## config.mk

```make
export PLATFORM = sky130hd
export DESIGN_NAME = ud6_seq_monitor
export DESIGN_NICKNAME = d
export VERILOG_FILES = /design/src/rtl/ud6_seq_monitor.sv
export SDC_FILE = /design/constraint.sdc
export NUM_CORES = 1
export LEC_CHECK = 0
export CORE_MARGIN = 1
export CORE_UTILIZATION = 50
export DETAILED_ROUTE_END_ITERATION = 8
export PLACE_DENSITY = 0.75
export SLEW_MARGIN = 30
export SYNTH_ARGS = -nofsm -noshare
export SYNTH_HDL_FRONTEND = slang
export SYNTH_SLANG_ARGS = --single-unit
```

## constraint.sdc

```tcl
create_clock -name clk -period 4.1 [get_ports clk]
set_input_delay 0.82 -clock clk [delete_from_list [all_inputs] [get_ports clk]]
set_output_delay 0.82 -clock clk [all_outputs]
set_load 0.1 [all_outputs]
```

## src/rtl/ud6_seq_monitor.sv

```systemverilog
// Reader-side checker for a 3-bit mod-6 up/down count stream: recovers direction,
// counts wraps in each direction, and traps illegal codes and non-adjacent jumps.
module ud6_seq_monitor #(
    parameter int WRAP_W = 8
) (
    input  logic              clk,
    input  logic              reset,
    input  logic              en,
    input  logic [2:0]        q_in,
    input  logic              clr_err,
    output logic              locked,
    output logic              fault,
    output logic              dir,
    output logic              step_up,
    output logic              step_dn,
    output logic              err_ill,
    output logic              err_jmp,
    output logic [WRAP_W-1:0] up_wraps,
    output logic [WRAP_W-1:0] dn_wraps
);

    typedef enum logic [1:0] {IDLE, TRACK, FAULT} state_t;

    typedef struct packed {
        logic up;
        logic dn;
        logic ill;
        logic jmp;
    } pulse_t;

    localparam logic [WRAP_W-1:0] WMAX = '1;
    localparam logic [WRAP_W-1:0] WONE = 1;

    state_t            state, state_nx;
    logic [2:0]        prev, prev_nx;
    logic              dir_r, dir_nx;
    pulse_t            pls, pls_nx;
    logic [WRAP_W-1:0] upw, upw_nx, dnw, dnw_nx;

    logic              legal;
    logic [3:0]        dsum;
    logic [2:0]        diff;

    // prev is always 0..5, so q_in+6-prev lies in 1..13 and one conditional
    // subtract of 6 gives the mod-6 distance.
    always_comb begin
        legal = (q_in <= 3'd5);
        dsum  = {1'b0, q_in} + 4'd6 - {1'b0, prev};
        diff  = (dsum >= 4'd6) ? 3'(dsum - 4'd6) : dsum[2:0];
    end

    always_comb begin
        state_nx = state;
        prev_nx  = prev;
        dir_nx   = dir_r;
        pls_nx   = '0;
        upw_nx   = upw;
        dnw_nx   = dnw;

        unique case (state)
            IDLE: begin
                if (en) begin
                    if (legal) begin
                        prev_nx  = q_in;
                        state_nx = TRACK;
                    end else begin
                        pls_nx.ill = 1'b1;
                    end
                end
            end
            TRACK: begin
                if (en) begin
                    if (!legal) begin
                        pls_nx.ill = 1'b1;
                        state_nx   = FAULT;
                    end else begin
                        unique case (diff)
                            3'd0: ;
                            3'd1: begin
                                pls_nx.up = 1'b1;
                                dir_nx    = 1'b1;
                                prev_nx   = q_in;
                                if (prev == 3'd5 && upw != WMAX)
                                    upw_nx = upw + WONE;
                            end
                            3'd5: begin
                                pls_nx.dn = 1'b1;
                                dir_nx    = 1'b0;
                                prev_nx   = q_in;
                                if (prev == 3'd0 && dnw != WMAX)
                                    dnw_nx = dnw + WONE;
                            end
                            default: begin
                                pls_nx.jmp = 1'b1;
                                state_nx   = FAULT;
                            end
                        endcase
                    end
                end
            end
            FAULT: begin
                // samples are dropped here, including one arriving with clr_err
                if (clr_err)
                    state_nx = IDLE;
            end
            default: state_nx = IDLE;
        endcase
    end

    always_ff @(posedge clk) begin
        if (reset) begin
            state <= IDLE;
            prev  <= 3'd0;
            dir_r <= 1'b0;
            pls   <= '0;
            upw   <= '0;
            dnw   <= '0;
        end else begin
            state <= state_nx;
            prev  <= prev_nx;
            dir_r <= dir_nx;
            pls   <= pls_nx;
            upw   <= upw_nx;
            dnw   <= dnw_nx;
        end
    end

    assign locked   = (state == TRACK);
    assign fault    = (state == FAULT);
    assign dir      = dir_r;
    assign step_up  = pls.up;
    assign step_dn  = pls.dn;
    assign err_ill  = pls.ill;
    assign err_jmp  = pls.jmp;
    assign up_wraps = upw;
    assign dn_wraps = dnw;

endmodule

```

==> qor.yml, run 1 <==
r2r_slack_ns: 1.01
critical-path-max-stage-delay_ns: 0.68
synth_seq_cells: 26
synth_nets: 184
crit_family: "simple AND/OR/NAND/NOR gates"
critical-path-slowest-cell: "or4_1"
pre_cts_ws_ns: 0.01124
powerDensity_nw_per_um2: 314.6
place_congestion: 0.8229
grt_use_total_pct: 19.43
synth_area_leaders: "dfxtp_1, mux2i_1, ha_1, nor2_1, a21oi_1"
synth_ff_type: "dfxtp_1"
vdd_drop_max_uv: 231.0
reg2reg_depth: 9
fin_nets: 217
worstSetupEndpointType: "register"
path_cells: "clkdlybuf4s50_1, inv_1, ha_1, inv_1, ha_1, fa_1, nand2b_1, mux2i_1, or4_1, nor4_1, mux2_2"
synthAdderAreaFrac_pct: 6.574
worst_slack_ns: 0.3497
yosys.area_share.simple_pct: 31.57
critPathLaunchType: "primary input"
floorplan.rows: 19
drt_iter0_markers: 26
total_power_mw: 0.5766
grt_max_degree: 32
portBuffers: 29
min-delay-start: "state[1]"
synth_top_family_by_area: "simple AND/OR/NAND/NOR gates"
path_class: "in -> reg"
required_ns: 4.33
wl_met2_mm: 1.408
crit_fanout: 10
drc: 0
period_minus_slack_ns: 3.750
synth_top_area_share_pct: 35.99
antenna_found_initial: 0
synthArstFlopShare_pct: 0
ctsHoldBuffers: 0
grt_overflow: 0
hold_end: "state[0]"
synth-edff-count: 0
synth_warnings: 0
yosysSeqAreaShare_pct: 35.99
synthMuxAreaShare_pct: 8.564
fmax_mhz: 266.6
fin_crit_sh_pct: 91.47
synth_cells: 170
finalHoldViolCount: 0
syn_to_final_growth_pct: 26.73
cts_setup_buffers: 0
core_area_um2: 2758
pin_count: 30
rsz0062_at_grt: "no"
top_layer: "met4"
synth_xor_area_share_pct: 2.941
setup_violations: 0
cts_resized: 0
yosysTopAreaCell: "dfxtp_1"
min_delay_path_depth: 1
synth_area_um2: 1446
leakage_nw: 0.6787
initial_utilization_pct: 52.45
antenna_left: 0
postPlaceCellArea_um2: 1785
drt-pass1-iter-count: 4
dieArea_um2: 3112
wire_per_inst_um: 12.62
dieWidth_um: 55.79
synth.distinct_cells: 38
grt_pass1_vias: 1165
grt_pass1_wl_mm: 4.843
synth_compound_area_share_pct: 10.64
relSlewSlack_pct: 35.02
worst_pin_slew_ns: 0.9716
path_buf_inv: 3
clk_pin_slew_ns: 0.15
drive_gt1_share_pct: 6.931
min_path_type: "reg -> reg"
arrival_ns: 3.98
reg2reg_to: "up_wraps[5]"
h-tree-depth: 1
worstSkewPairLatency_ns: 0.33
vias: 1309
drv_cap: 0
hpwl_mm: 2.211
routed_wl_mm: 2.940
viasPerCell: 5.618
cts_max_path_buffers: 2
wl_met3_um: 66
r2r_start: "prev[1]"
die_y_um: 55.79
cts-root-buf: "clkbuf_4"
fin_tns_setup_ns: 0
cts.sinks: 26
whs_ns: 0.5053
diodes: 0
cts_tree: "yes"
outcome: "completed"
design_area_um2: 1833
report.final.slew_viol_count: 0
fin_skew_ns: 0.007286
cts_buffers: 3
syn_avg_cell_area_um2: 8.508
drt-met1-wl_mm: 1.439
-- per-stage QoR --
stage	std cells	utilization, %
floorplan	170	-
global placement	229	64.75
detailed placement	229	64.75
CTS	233	66.65
global route	233	66.47
finish	233	66.47
-- layout by cell type (no fill, tap or decap), types with 2 or more instances in the layout --
| cell | count |
|---|---|
| clkdlybuf4s50_1 | 28 |
| dfxtp_1 | 26 |
| nor2_1 | 17 |
| a21oi_1 | 10 |
| inv_1 | 9 |
| nand2_1 | 9 |
| mux2i_1 | 9 |
| nor2b_1 | 7 |
| nand3_1 | 7 |
| nor4_1 | 6 |
| ha_1 | 6 |
| nand4_1 | 5 |
| nand2b_1 | 5 |
| nor3_1 | 5 |
| a211oi_1 | 4 |
| o21ai_0 | 4 |
| buf_4 | 4 |
| nor3b_1 | 3 |
| or4_1 | 3 |
| mux2_2 | 3 |
| and3_1 | 3 |
| or3_1 | 3 |
| clkbuf_4 | 3 |
| xor2_1 | 2 |
| and4_1 | 2 |
| nand4b_1 | 2 |
| a21o_1 | 2 |
| nand3b_1 | 2 |
-- per-layer routing --
layer / global-route usage [%] / up-vias
li1: - / 678
met1: 25.40 / 608
met2: 32.53 / 19
met3: 2.791 / 4
met4: 7.143 / 0
met5: 0 / -
-- worst max path at each step --
stage	from	to	slack, ns	cells after the start
after floorplan	q_in[1]	up_wraps[6]	0.69	11
after global routing	q_in[1]	up_wraps[5]	0.23	11
after global placement	q_in[1]	up_wraps[6]	0.11	11
final	q_in[1]	up_wraps[5]	0.35	11
after CTS	q_in[1]	up_wraps[5]	0.36	11
after detailed placement	q_in[1]	up_wraps[7]	0.01	11
-- registers in the layout, indices dropped and copies added, names as in the netlist --
register,cells
dn_wraps,8
up_wraps,8
prev,3
state,2
dir,1
err_ill,1
err_jmp,1
step_dn,1
step_up,1
-- synthesized netlist by cell type (all sizes together) (6+ instances only) --
cell type	number
nand3	7
inv	9
nand2	9
a21oi	10
nor4	6
dfxtp	26
nor2b	7
ha	6
nor2	17
mux2i	9
-- power by group --
part	internal, mW	switching [mW]
Combinational	0.0544	0.0816
Sequential	0.257	0.00513
Clock	0.0989	0.0791
-- kinds of logic after synthesis --
kind of cell / Yosys count
and+or+nand+nor: 82
DFF: 26
AOI/OAI and AO/OA: 25
adders and majority gates: 7
muxes: 12
xor gates and xnor gates: 4
buffers and inverters: 14
-- area by class of cell --
type	count	area [um^2]
Multi-Input combinational cell	130	872.1
Clock inverter	1	30.03
Inverter	9	33.78
Timing Repair Buffer	33	315.3
Clock buffer	3	22.52
Fill cell	233	924.6
Tap cell	31	38.79
Sequential cell	26	520.5
Note: power is estimated with default switching activity, not from simulation.
==> run 2: changes to the inputs <==
--- a/config.mk
+++ b/config.mk
@@ -8,5 +8,5 @@
 export CORE_MARGIN = 1
-export CORE_UTILIZATION = 50
+export CORE_UTILIZATION = 45
 export DETAILED_ROUTE_END_ITERATION = 8
-export PLACE_DENSITY = 0.75
+export PLACE_DENSITY = 0.71
 export SLEW_MARGIN = 30
==> constraint.sdc (replaced) <==
create_clock -name clk -period 3.22 [get_ports clk]
set_input_delay 0.966 -clock clk [delete_from_list [all_inputs] [get_ports clk]]
set_output_delay 0.966 -clock clk [all_outputs]
set_load 0.1 [all_outputs]
==> run 2 against run 1 <==
Compared with the run above: the flow now finishes with violations (setup timing); non-clock buffer count grew 18; utilization grew 1.8 points; first-iteration DRC count grew to 3.0 times the previous value; cell count is 13% higher.
==> qor.yml, run 2 (synthesized netlist as in run 1, its figures left out) <==
critical-path-slowest-cell: "fa_2"
clk_pin_slew_ns: 0.14
dp_cells: 258
reg2reg_depth: 11
drc: 0
grt_use_total_pct: 22.63
postPlaceCellArea_um2: 1941
worst_pin_slew_ns: 0.4977
drt-pass1-iter-count: 4
report.final.slew_viol_count: 0
drive_gt1_share_pct: 33.18
wl_met2_mm: 1.760
grt_pass1_vias: 1326
worst_slack_ns: -0.05779
layout_commonest_cell: "buf_4"
h-tree-depth: 1
worstSetupStartpoint: "q_in[1]"
whs_ns: 0.5037
critPathLaunchType: "primary input"
ctsHoldBuffers: 0
wire_per_inst_um: 13.42
required_ns: 3.46
pin_count: 30
fin_nets: 235
diodes: 0
design_area_um2: 2085
reg2reg_to: "up_wraps[0]"
place_congestion: 0.9062
worstSkewPairLatency_ns: 0.33
violations: "setup timing"
wl_met3_um: 142
path_buf_inv: 5
r2r_slack_ns: 0.28
fin_cells: 264
powerDensity_nw_per_um2: 363.1
antenna_found_initial: 0
cts_max_path_buffers: 2
hold_end: "state[0]"
fin_crit_sh_pct: 101.8
syn_to_final_growth_pct: 44.12
total_power_mw: 0.7569
fin_tns_setup_ns: -0.1868
min-delay-start: "state[1]"
fin_skew_ns: 0.007102
floorplan.rows: 20
dieArea_um2: 3445
min_path_type: "reg -> reg"
leakage_nw: 0.8306
cts-root-buf: "clkbuf_4"
top_layer: "met4"
grt_max_degree: 32
critical-path-max-stage-delay_ns: 0.59
vdd_drop_max_uv: 252.6
viasPerCell: 5.436
final_cell_mix: "buf_4, dfxtp_1, nor2_1, nand2_1, mux2i_1"
antenna_left: 0
grt_overflow: 0
relSlewSlack_pct: 66.70
cts_buffers: 3
crit_fanout: 5
path_cells: "buf_12, inv_12, ha_4, inv_2, ha_4, fa_2, nand2b_4, o21ai_4, or4_4, buf_6, buf_6, nor2_4, mux2_4"
drt-met1-wl_mm: 1.625
finalHoldViolCount: 0
outcome: "complete, but fails checks"
crit_family: "adder cells"
r2r_start: "prev[1]"
cts_tree: "yes"
path_class: "in -> reg"
worstSetupEndpointType: "register"
fmax_mhz: 305.1
routed_wl_mm: 3.544
hpwl_mm: 2.580
grt_pass1_wl_mm: 5.927
min_delay_path_depth: 1
die_y_um: 58.70
period_minus_slack_ns: 3.278
drt_iter0_markers: 78
initial_utilization_pct: 47.38
vias: 1435
drv_cap: 0
setup_violations: 5
portBuffers: 29
dieWidth_um: 58.70
arrival_ns: 3.51
rsz0062_at_grt: "yes"
core_area_um2: 3053
cts.sinks: 26
-- run 2: how the worst max path moves through the flow --
stage / end / slack, ns / depth (start not counted)
floorplan: up_wraps[5] / -0.19 / 11
global placement: up_wraps[5] / -0.88 / 12
detailed placement: up_wraps[5] / -0.96 / 12
CTS: up_wraps[6] / -0.14 / 12
global route: up_wraps[0] / -0.12 / 13
finish: up_wraps[0] / -0.06 / 13
-- run 2: cell type report --
type                       count  area [um^2]
multi-input combinational    130         1006
fill                         256        968.4
sequential                    26        520.5
timing repair buffer          51        420.4
tap                           44        55.05
inverter                       9        46.29
clock buffer                   4        36.28
-- run 2: timing repair --
action                                  CTS  global route
pin swaps                                 6             5
cloned                                    1             0
resized for setup                        26             8
setup buffers                             1             0
endpoints found under the setup margin   25             8
-- run 2: metal layers --
layer  GRT usage [%]  vias up
li1                -      717
met2           40.39       32
met3           5.714        2
met4           4.082        0
met5               0        -
met1           27.79      684
-- run 2: metrics by stage --
step | setup WS [ns] | util (%)
after floorplan | -0.1865 | -
after global placement | -0.8780 | 63.57
after detailed placement | -0.9650 | 63.57
after CTS | -0.1412 | 66.97
after global routing | -0.1176 | 68.28
final | -0.05779 | 68.28
-- run 2: power breakdown --
group	internal [mW]	switching, mW
registers	0.328	0.00749
clock network	0.0692	0.0979
logic	0.126	0.129
==> run 3: changes to the inputs <==
Settings changed: PLACE_DENSITY 0.71 to 0.74.
==> run 3 against run 2 <==
Compared with the run above: the run still ends with setup timing left; setup slack got worse by 0.0042 ns; clock skew rose by 0.0015 ns; combinational power is 18% higher; critical path type unchanged; largest power group unchanged; worst hold slack worse by 0.0079 ns; register-to-register slack about the same; sequential power hardly changed; first-iteration DRC count decreased by 10%; critical endpoint is now up_wraps[6]; cell count is 2.3% higher; fmax shrank 0.13%; sequential cell count unchanged; highest routed layer unchanged; wire length grew 7.4%; clock power hardly changed.
==> qor.yml, run 3 (synthesized netlist as in run 1, its figures left out) <==
fmax_mhz: 304.7
critPathLaunchType: "primary input"
final_util_pct: 69.80
cts_buffers: 3
relSlewSlack_pct: 55.87
worst_slack_ns: -0.06199
worstSkewPairLatency_ns: 0.32
antenna_left: 0
critical-path-max-stage-delay_ns: 0.60
grt_pass1_vias: 1392
routed_wl_mm: 3.808
postPlaceCellArea_um2: 1971
arrival_ns: 3.53
drt_iter0_markers: 70
drc: 0
reg2reg_depth: 10
clk_pin_slew_ns: 0.15
r2r_slack_ns: 0.27
grt_overflow: 0
required_ns: 3.47
worstSetupEndpointType: "register"
cts-root-buf: "clkbuf_4"
setup_violations: 5
outcome: "complete, but fails checks"
cts_tree: "yes"
violations: "setup timing"
report.final.slew_viol_count: 0
syn_to_final_growth_pct: 47.32
hpwl_mm: 2.686
crit_fanout: 5
grt_use_total_pct: 22.63
rsz0062_at_grt: "yes"
grt_max_degree: 18
min_path_type: "reg -> reg"
path_class: "in -> reg"
critical_path_depth: 12
worstSetupStartpoint: "q_in[1]"
worst_pin_slew_ns: 0.6599
viasPerCell: 5.481
fin_cells: 270
powerDensity_nw_per_um2: 378.1
dp_cells: 262
die_y_um: 58.70
drv_cap: 0
leakage_nw: 0.8593
vdd_drop_max_uv: 196.2
layout_commonest_cell: "buf_4"
path_buf_inv: 4
period_minus_slack_ns: 3.282
ctsHoldBuffers: 0
total_power_mw: 0.8056
r2r_start: "prev[1]"
core_area_um2: 3053
place_congestion: 0.8440
design_area_um2: 2131
final_cell_mix: "buf_4, dfxtp_1, nor2_1, nand2_1"
reg2reg_to: "up_wraps[6]"
grt_pass1_wl_mm: 5.982
initial_utilization_pct: 47.38
finalHoldViolCount: 0
endpoint: "up_wraps[6]"
floorplan.rows: 20
crit_family: "simple AND/OR/NAND/NOR gates"
nFillCells: 253
fin_crit_sh_pct: 101.9
antenna_found_initial: 0
fin_skew_ns: 0.008556
portBuffers: 29
drive_gt1_share_pct: 38.94
fin_nets: 241
cts.sinks: 26
h-tree-depth: 1
path_cells: "buf_12, inv_12, ha_4, inv_2, ha_4, fa_2, nand2b_4, o21ai_4, or4_4, buf_6, or4_4, a21oi_2"
wire_per_inst_um: 14.10
pre_cts_ws_ns: -0.9723
vias: 1480
dieArea_um2: 3445
critical-path-slowest-cell: "fa_2"
drt-pass1-iter-count: 4
diodes: 0
dieWidth_um: 58.70
cts_max_path_buffers: 2
pin_count: 30
## run 3: how the worst min path moves through the flow
stage | start | endpoint | slack [ns] | cells after the start
floorplan | state[1] | state[0] | 0.44 | 1
finish | state[1] | state[0] | 0.50 | 1
global route | state[1] | state[0] | 0.52 | 1
global placement | state[1] | state[0] | 0.47 | 1
CTS | state[1] | state[0] | 0.50 | 1
detailed placement | state[1] | state[0] | 0.48 | 1
## run 3: layout make-up
type,instances,area [um^2],share of cell area (%)
Multi-Input combinational cell,130,1008,47.33
Sequential cell,26,520.5,24.43
Timing Repair Buffer,57,464.2,21.79
Tap cell,44,55.05,2.584
Inverter,9,46.29,2.173
Clock buffer,4,36.28,1.703
## run 3: routing by layer
| metal | global-route usage (%) | vias to the layer above | part of all wire (%) |
|---|---|---|---|
| met2 | 42.04 | 53 | 52 |
| met3 | 4.396 | 8 | 4.8 |
| li1 | - | 729 | - |
| met4 | 8.503 | 0 | 1.4 |
| met1 | 25.45 | 690 | 42 |
| met5 | 0 | - | 0 |
## run 3: power breakdown
part | internal (mW) | total [mW] | switching (mW)
logic | 0.158 | 0.300 | 0.142
registers | 0.328 | 0.336 | 0.00845
clock network | 0.0691 | 0.169 | 0.100
total | 0.555 | 0.806 | 0.251
## run 3: what timing repair did
item / CTS / global route
pin swaps: 7 / 9
setup buffers: 2 / 2
gates cloned: 1 / 0
endpoints found under the setup margin: 25 / 5
gates resized for setup: 30 / 10
## run 3: stage by stage
| stage | hold WS [ns] | setup TNS, ns |
|---|---|---|
| 2_1_floorplan | 0.4386 | -0.9497 |
| 3_3_place_gp | 0.4664 | -16.63 |
| 3_5_place_dp | 0.4801 | -17.93 |
| 4_1_cts | 0.4997 | -0.07809 |
| 5_1_grt | 0.5228 | -0.2785 |
| 6_report | 0.4958 | -0.1650 |
==> RTL change 1: new RTL, flow settings as in run 2 <==
`WRAP_W`: 8 -> 10.
--- a/src/rtl/ud6_seq_monitor.sv
+++ b/src/rtl/ud6_seq_monitor.sv
@@ -1,7 +1,7 @@
 // Reader-side checker for a 3-bit mod-6 up/down count stream: recovers direction,
 // counts wraps in each direction, and traps illegal codes and non-adjacent jumps.
 module ud6_seq_monitor #(
-    parameter int WRAP_W = 8
+    parameter int WRAP_W = 10
 ) (
     input  logic              clk,
     input  logic              reset,
Ports: changed (resized dn_wraps and up_wraps); port bits go from 30 to 34. The function was not compared with the original's and may differ.
==> RTL change 1 against run 2 <==
Combinational power is 2% lower; setup slack better by 150 ps; sequential cell count is 4 higher; area after synthesis is 4.6% higher; register-to-register slack better by 140 ps; sequential power is 15% higher; clock power is 77% higher; synthesized cell count is 1.2% lower; critical path depth is 1 higher; wire length is 1.2% higher; final area is 4.1% higher; clock skew is 2.7 ps lower; power is 23% higher; critical path type unchanged; largest cell class unchanged; highest routed layer unchanged.
==> RTL change 1: results <==
metrics = {
    "worst_hold_path": {
        "min_from": "dir",
        "holdPathStages": 2,
        "hp-class": "flop to flop",
        "holdPathEnd": "dir",
    },
    "yosys": {
        "syn_inst": 168,
        "async_flop_share_pct": 0,
        "muxShareOfSynthArea_pct": 2.647,
        "synth-xor-area-share_pct": 9.760,
        "yosysWarnings": 0,
        "ys_types": 35,
        "synth-compound-area-share_pct": 9.512,
        "synth_common_cells": "dfxtp_1 (30), nor2_1 (21), xor2_1 (15)",
        "synth_nets": 182,
        "yosysSeqAreaShare_pct": 39.70,
        "synthTopCellsByArea": "dfxtp_1 (40%), xor2_1 (8.7%), nor2_1 (5.2%)",
        "synth-adder-area-share_pct": 6.286,
    },
    "clock_network": {
        "clock_latency_ps": 330,
        "cts-htree-levels": 2,
        "clkTransAtPathRegs_ps": 90,
        "clockBufferDepth": 2,
        "hold_buffers": 0,
        "cts-root-buf": "clkbuf_4",
        "cts_made_buffers": 5,
    },
    "setup_path": {
        "rrSetupSlack_ps": 420,
        "slowest_delay_ps": 400,
        "worstReg2RegStart": "prev[0]",
        "critPathMaxFanout": 8,
        "startpoint": "q_in[1]",
        "arrival_ps": 3360,
        "critical-path-top-delay-family": "adder cells",
        "critPathCapture": "dn_wraps[9]",
        "slowest_stage": "fa_2",
        "r2r_cells": 12,
    },
    "route": {
        "vias_per_cell": 5.200,
        "drtIter0Drc": 49,
        "routed_wl_um": 3585,
        "detail_route.wl_per_cell_um": 13.28,
        "first_pass_iters": 4,
    },
    "grt": {
        "grt_pass1_wl_um": 5720,
        "grt_pass1_vias": 1277,
        "grt_usage_pct": 22.33,
        "grt_antenna_before_repair": 0,
        "grt_max_degree": 15,
    },
    "layout": {
        "diodes": 0,
        "fin_nets": 239,
        "fillers": 243,
        "drive_gt1_share_pct": 33.63,
    },
    "run_status": {
        "outcome": "completed",
    },
    "power": {
        "leakagePower_nw": 0.9382,
        "peakVddDrop_uv": 275.8,
    },
    "placement": {
        "routabilityCongestion": 0.8370,
        "dpl.cell_count": 255,
        "hpwl_um": 2491,
        "portBuffers": 33,
    },
    "sta": {
        "fin_skew_ps": 4.378,
        "relSlewSlack_pct": 76.40,
    },
}
RTL change 1: cell count changes after synthesis, sizes merged, moves of 3 or more:
cell and change:
or4 -3, xor2 +13, dfxtp +4, mux2 -3, nor2b -3, mux2i -5
nor2 +4, nor4 -5, a211oi -4, nand4 +3, and3 +6
RTL change 1: cell type report:
cell class	instances	area, µm²	area share (%)
clock inverters	1	30.03	1.383
well taps	44	55.05	2.536
clock buffers	7	45.04	2.075
inverters	7	33.78	1.556
flip-flops and latches	30	600.6	27.67
multi-input cells	126	949.7	43.75
repair buffers	55	456.7	21.04
RTL change 1: where the power goes:
group	internal, mW	leakage [nW]	switching [mW]
clock	0.165	0.0395	0.132
sequential	0.377	0.242	0.00798
combinational	0.123	0.656	0.125
RTL change 1: repair_timing:
| item | CTS | global route |
|---|---|---|
| buffers inserted | 5 | 1 |
| pin swaps | 7 | 8 |
| cloned | 1 | 0 |
| resized for setup | 8 | 9 |
| endpoints found under the setup margin | 27 | 15 |
RTL change 1: per-stage QoR:
stage | power (mW) | TNS [ps] | setup slack, ps | instance area [µm²] | hold WS, ps
floorplan | 0.5320 | -87.05 | -77.60 | 1577 | 452.0
global placement | 0.5929 | -14790 | -595.4 | 1997 | 471.1
detailed placement | 0.5986 | -16650 | -687.9 | 1997 | 478.2
CTS | 0.9214 | 0 | 11.26 | 2155 | 501.3
global route | 0.9773 | 0 | 11.06 | 2171 | 530.0
finish | 0.9286 | 0 | 90.15 | 2171 | 491.4
RTL change 1: metal layers:
metal,track usage (%),wire [µm],vias to the layer above
li1,-,-,706
met3,6.710,150,10
met2,35.40,1700,42
met5,0,0,-
met1,26.33,1604,646
met4,13.62,130,0
==> RTL change 2: new RTL, flow settings as in run 2 <==
Made on the original files. Reset style: asynchronous (`reset`), changed in one clocked block.
--- a/src/rtl/ud6_seq_monitor.sv
+++ b/src/rtl/ud6_seq_monitor.sv
@@ -107,7 +107,7 @@
         endcase
     end
 
-    always_ff @(posedge clk) begin
+    always_ff @(posedge clk or posedge reset) begin
         if (reset) begin
             state <= IDLE;
             prev  <= 3'd0;
Function: differs if reset is asserted again (counterexample within 4 cycles, from zero or initial values and one cycle with reset high); with reset held inactive, the same outputs for 10 cycles.
==> RTL change 2 against run 2 <==
Final area fell by 8.6%; setup slack better by 140 ps; cell count down 22%; highest routed layer unchanged; critical endpoint is now up_wraps[1]; sequential cell count stayed put; wire length down 24%; area after synthesis fell by 2.7%; fmax is 4.3% higher; the flow finishes with violations (design-rule violations).
Power is not compared: it rests on default switching activity, and its combinational part moved more than twofold at a synthesized area within 25%.
==> RTL change 2: results <==
metrics = {
    "run_status": {
        "outcome": "finished, violations left",
        "violations": "design-rule violations",
    },
    "route": {
        "drc": 3,
        "first_pass_iters": 6,
        "routed_wl_um": 2700,
        "drtIter0Drc": 61,
        "detail_route.wl_per_cell_um": 13.04,
        "vias_per_cell": 5.527,
    },
    "yosys": {
        "synth-adder-area-share_pct": 6.756,
        "synth_common_cells": "dfrtp_1 (26), nand2_1 (12), inv_1 (9), xnor2_1 (9), nor2b_1 (8)",
        "synthTopCellsByArea": "dfrtp_1 (46%), xnor2_1 (5.6%), ha_1 (5.3%)",
        "synth-compound-area-share_pct": 6.756,
        "ys_types": 39,
        "async_flop_share_pct": 100.0,
        "synth.avg_cell_area_um2": 10.91,
        "synth-xor-area-share_pct": 7.378,
        "muxShareOfSynthArea_pct": 6.489,
        "synth_nets": 143,
        "yosysSeqAreaShare_pct": 46.22,
        "ys.flop_type": "dfrtp_1",
    },
    "layout": {
        "fillers": 228,
        "fin_nets": 191,
        "drive_gt1_share_pct": 38.07,
    },
    "clock_network": {
        "clock_latency_ps": 310,
        "clockBufferDepth": 2,
    },
    "placement": {
        "dpl.cell_count": 202,
        "dp_slack_ps": -612.1,
        "hpwl_um": 2134,
    },
    "grt": {
        "grt_usage_pct": 17.62,
        "grt_max_degree": 27,
        "grt_pass1_wl_um": 4498,
    },
    "setup_path": {
        "arrival_ps": 3350,
        "r2r_cells": 9,
    },
    "sta": {
        "max_slew.worst_pin.slew_ps": 419.8,
    },
}
[RTL change 2: cells by family (layout without fill, tap and decap cells)]
logic type	count (synthesis)	count (layout)
simple gates	55	55
flops	26	26
compound gates	13	13
xor+xnor	11	11
buf+inv	9	56
mux	8	8
fa+ha+maj	7	7
[RTL change 2: timing repair]
item / 4_1_cts / 5_1_grt
resized for setup: 10 / 1
pin swaps: 2 / 0
setup buffers: 1 / 0
endpoints found under the setup margin: 22 / 1
cloned: 0 / 0
[RTL change 2: critical path, cell delays in order]
cell and delay, ps:
dlygate4sd2_1 240, inv_1 70, ha_2 180, inv_2 50, ha_4 150, fa_2 560
nor2b_2 60, or3_4 370, nor4_4 210, buf_4 180, mux2_2 320
[RTL change 2: routing by layer]
metal  up-vias  track usage [%]  wire [µm]
met3         6            2.902         94
met1       561            22.11       1243
met5         -                0          0
met2        26            30.87       1331
met4         0            5.782         30
li1        551                -          -
[RTL change 2: power groups by stage]
stage                     Sequential [mW]  Clock (mW)  Combinational [mW]
final                               0.440       0.159                1.23
after global routing                0.448       0.184                1.31
after CTS                           0.440       0.164                1.24
after detailed placement            0.447           0                1.19
after global placement              0.442           0                1.16
after floorplan                     0.620           0               0.690
[RTL change 2: final cells by class]
class                   count  area share, %
flip-flops and latches     26          34.14
multi-input cells          94          42.55
well taps                  31          2.035
clock buffers               4          1.904
inverters                   9          2.035
repair buffers             43          17.33
[RTL change 2: final timing paths]
kind,slack [ps],from,end
worst max-delay path,80,q_in[0],up_wraps[1]
worst min-delay path,500,state[1],state[0]
worst max register to register,500,prev[1],up_wraps[1]
worst min register to register,500,state[1],state[0]
max in group asynchronous,1970,reset,dir
min in group asynchronous,1010,reset,up_wraps[4]
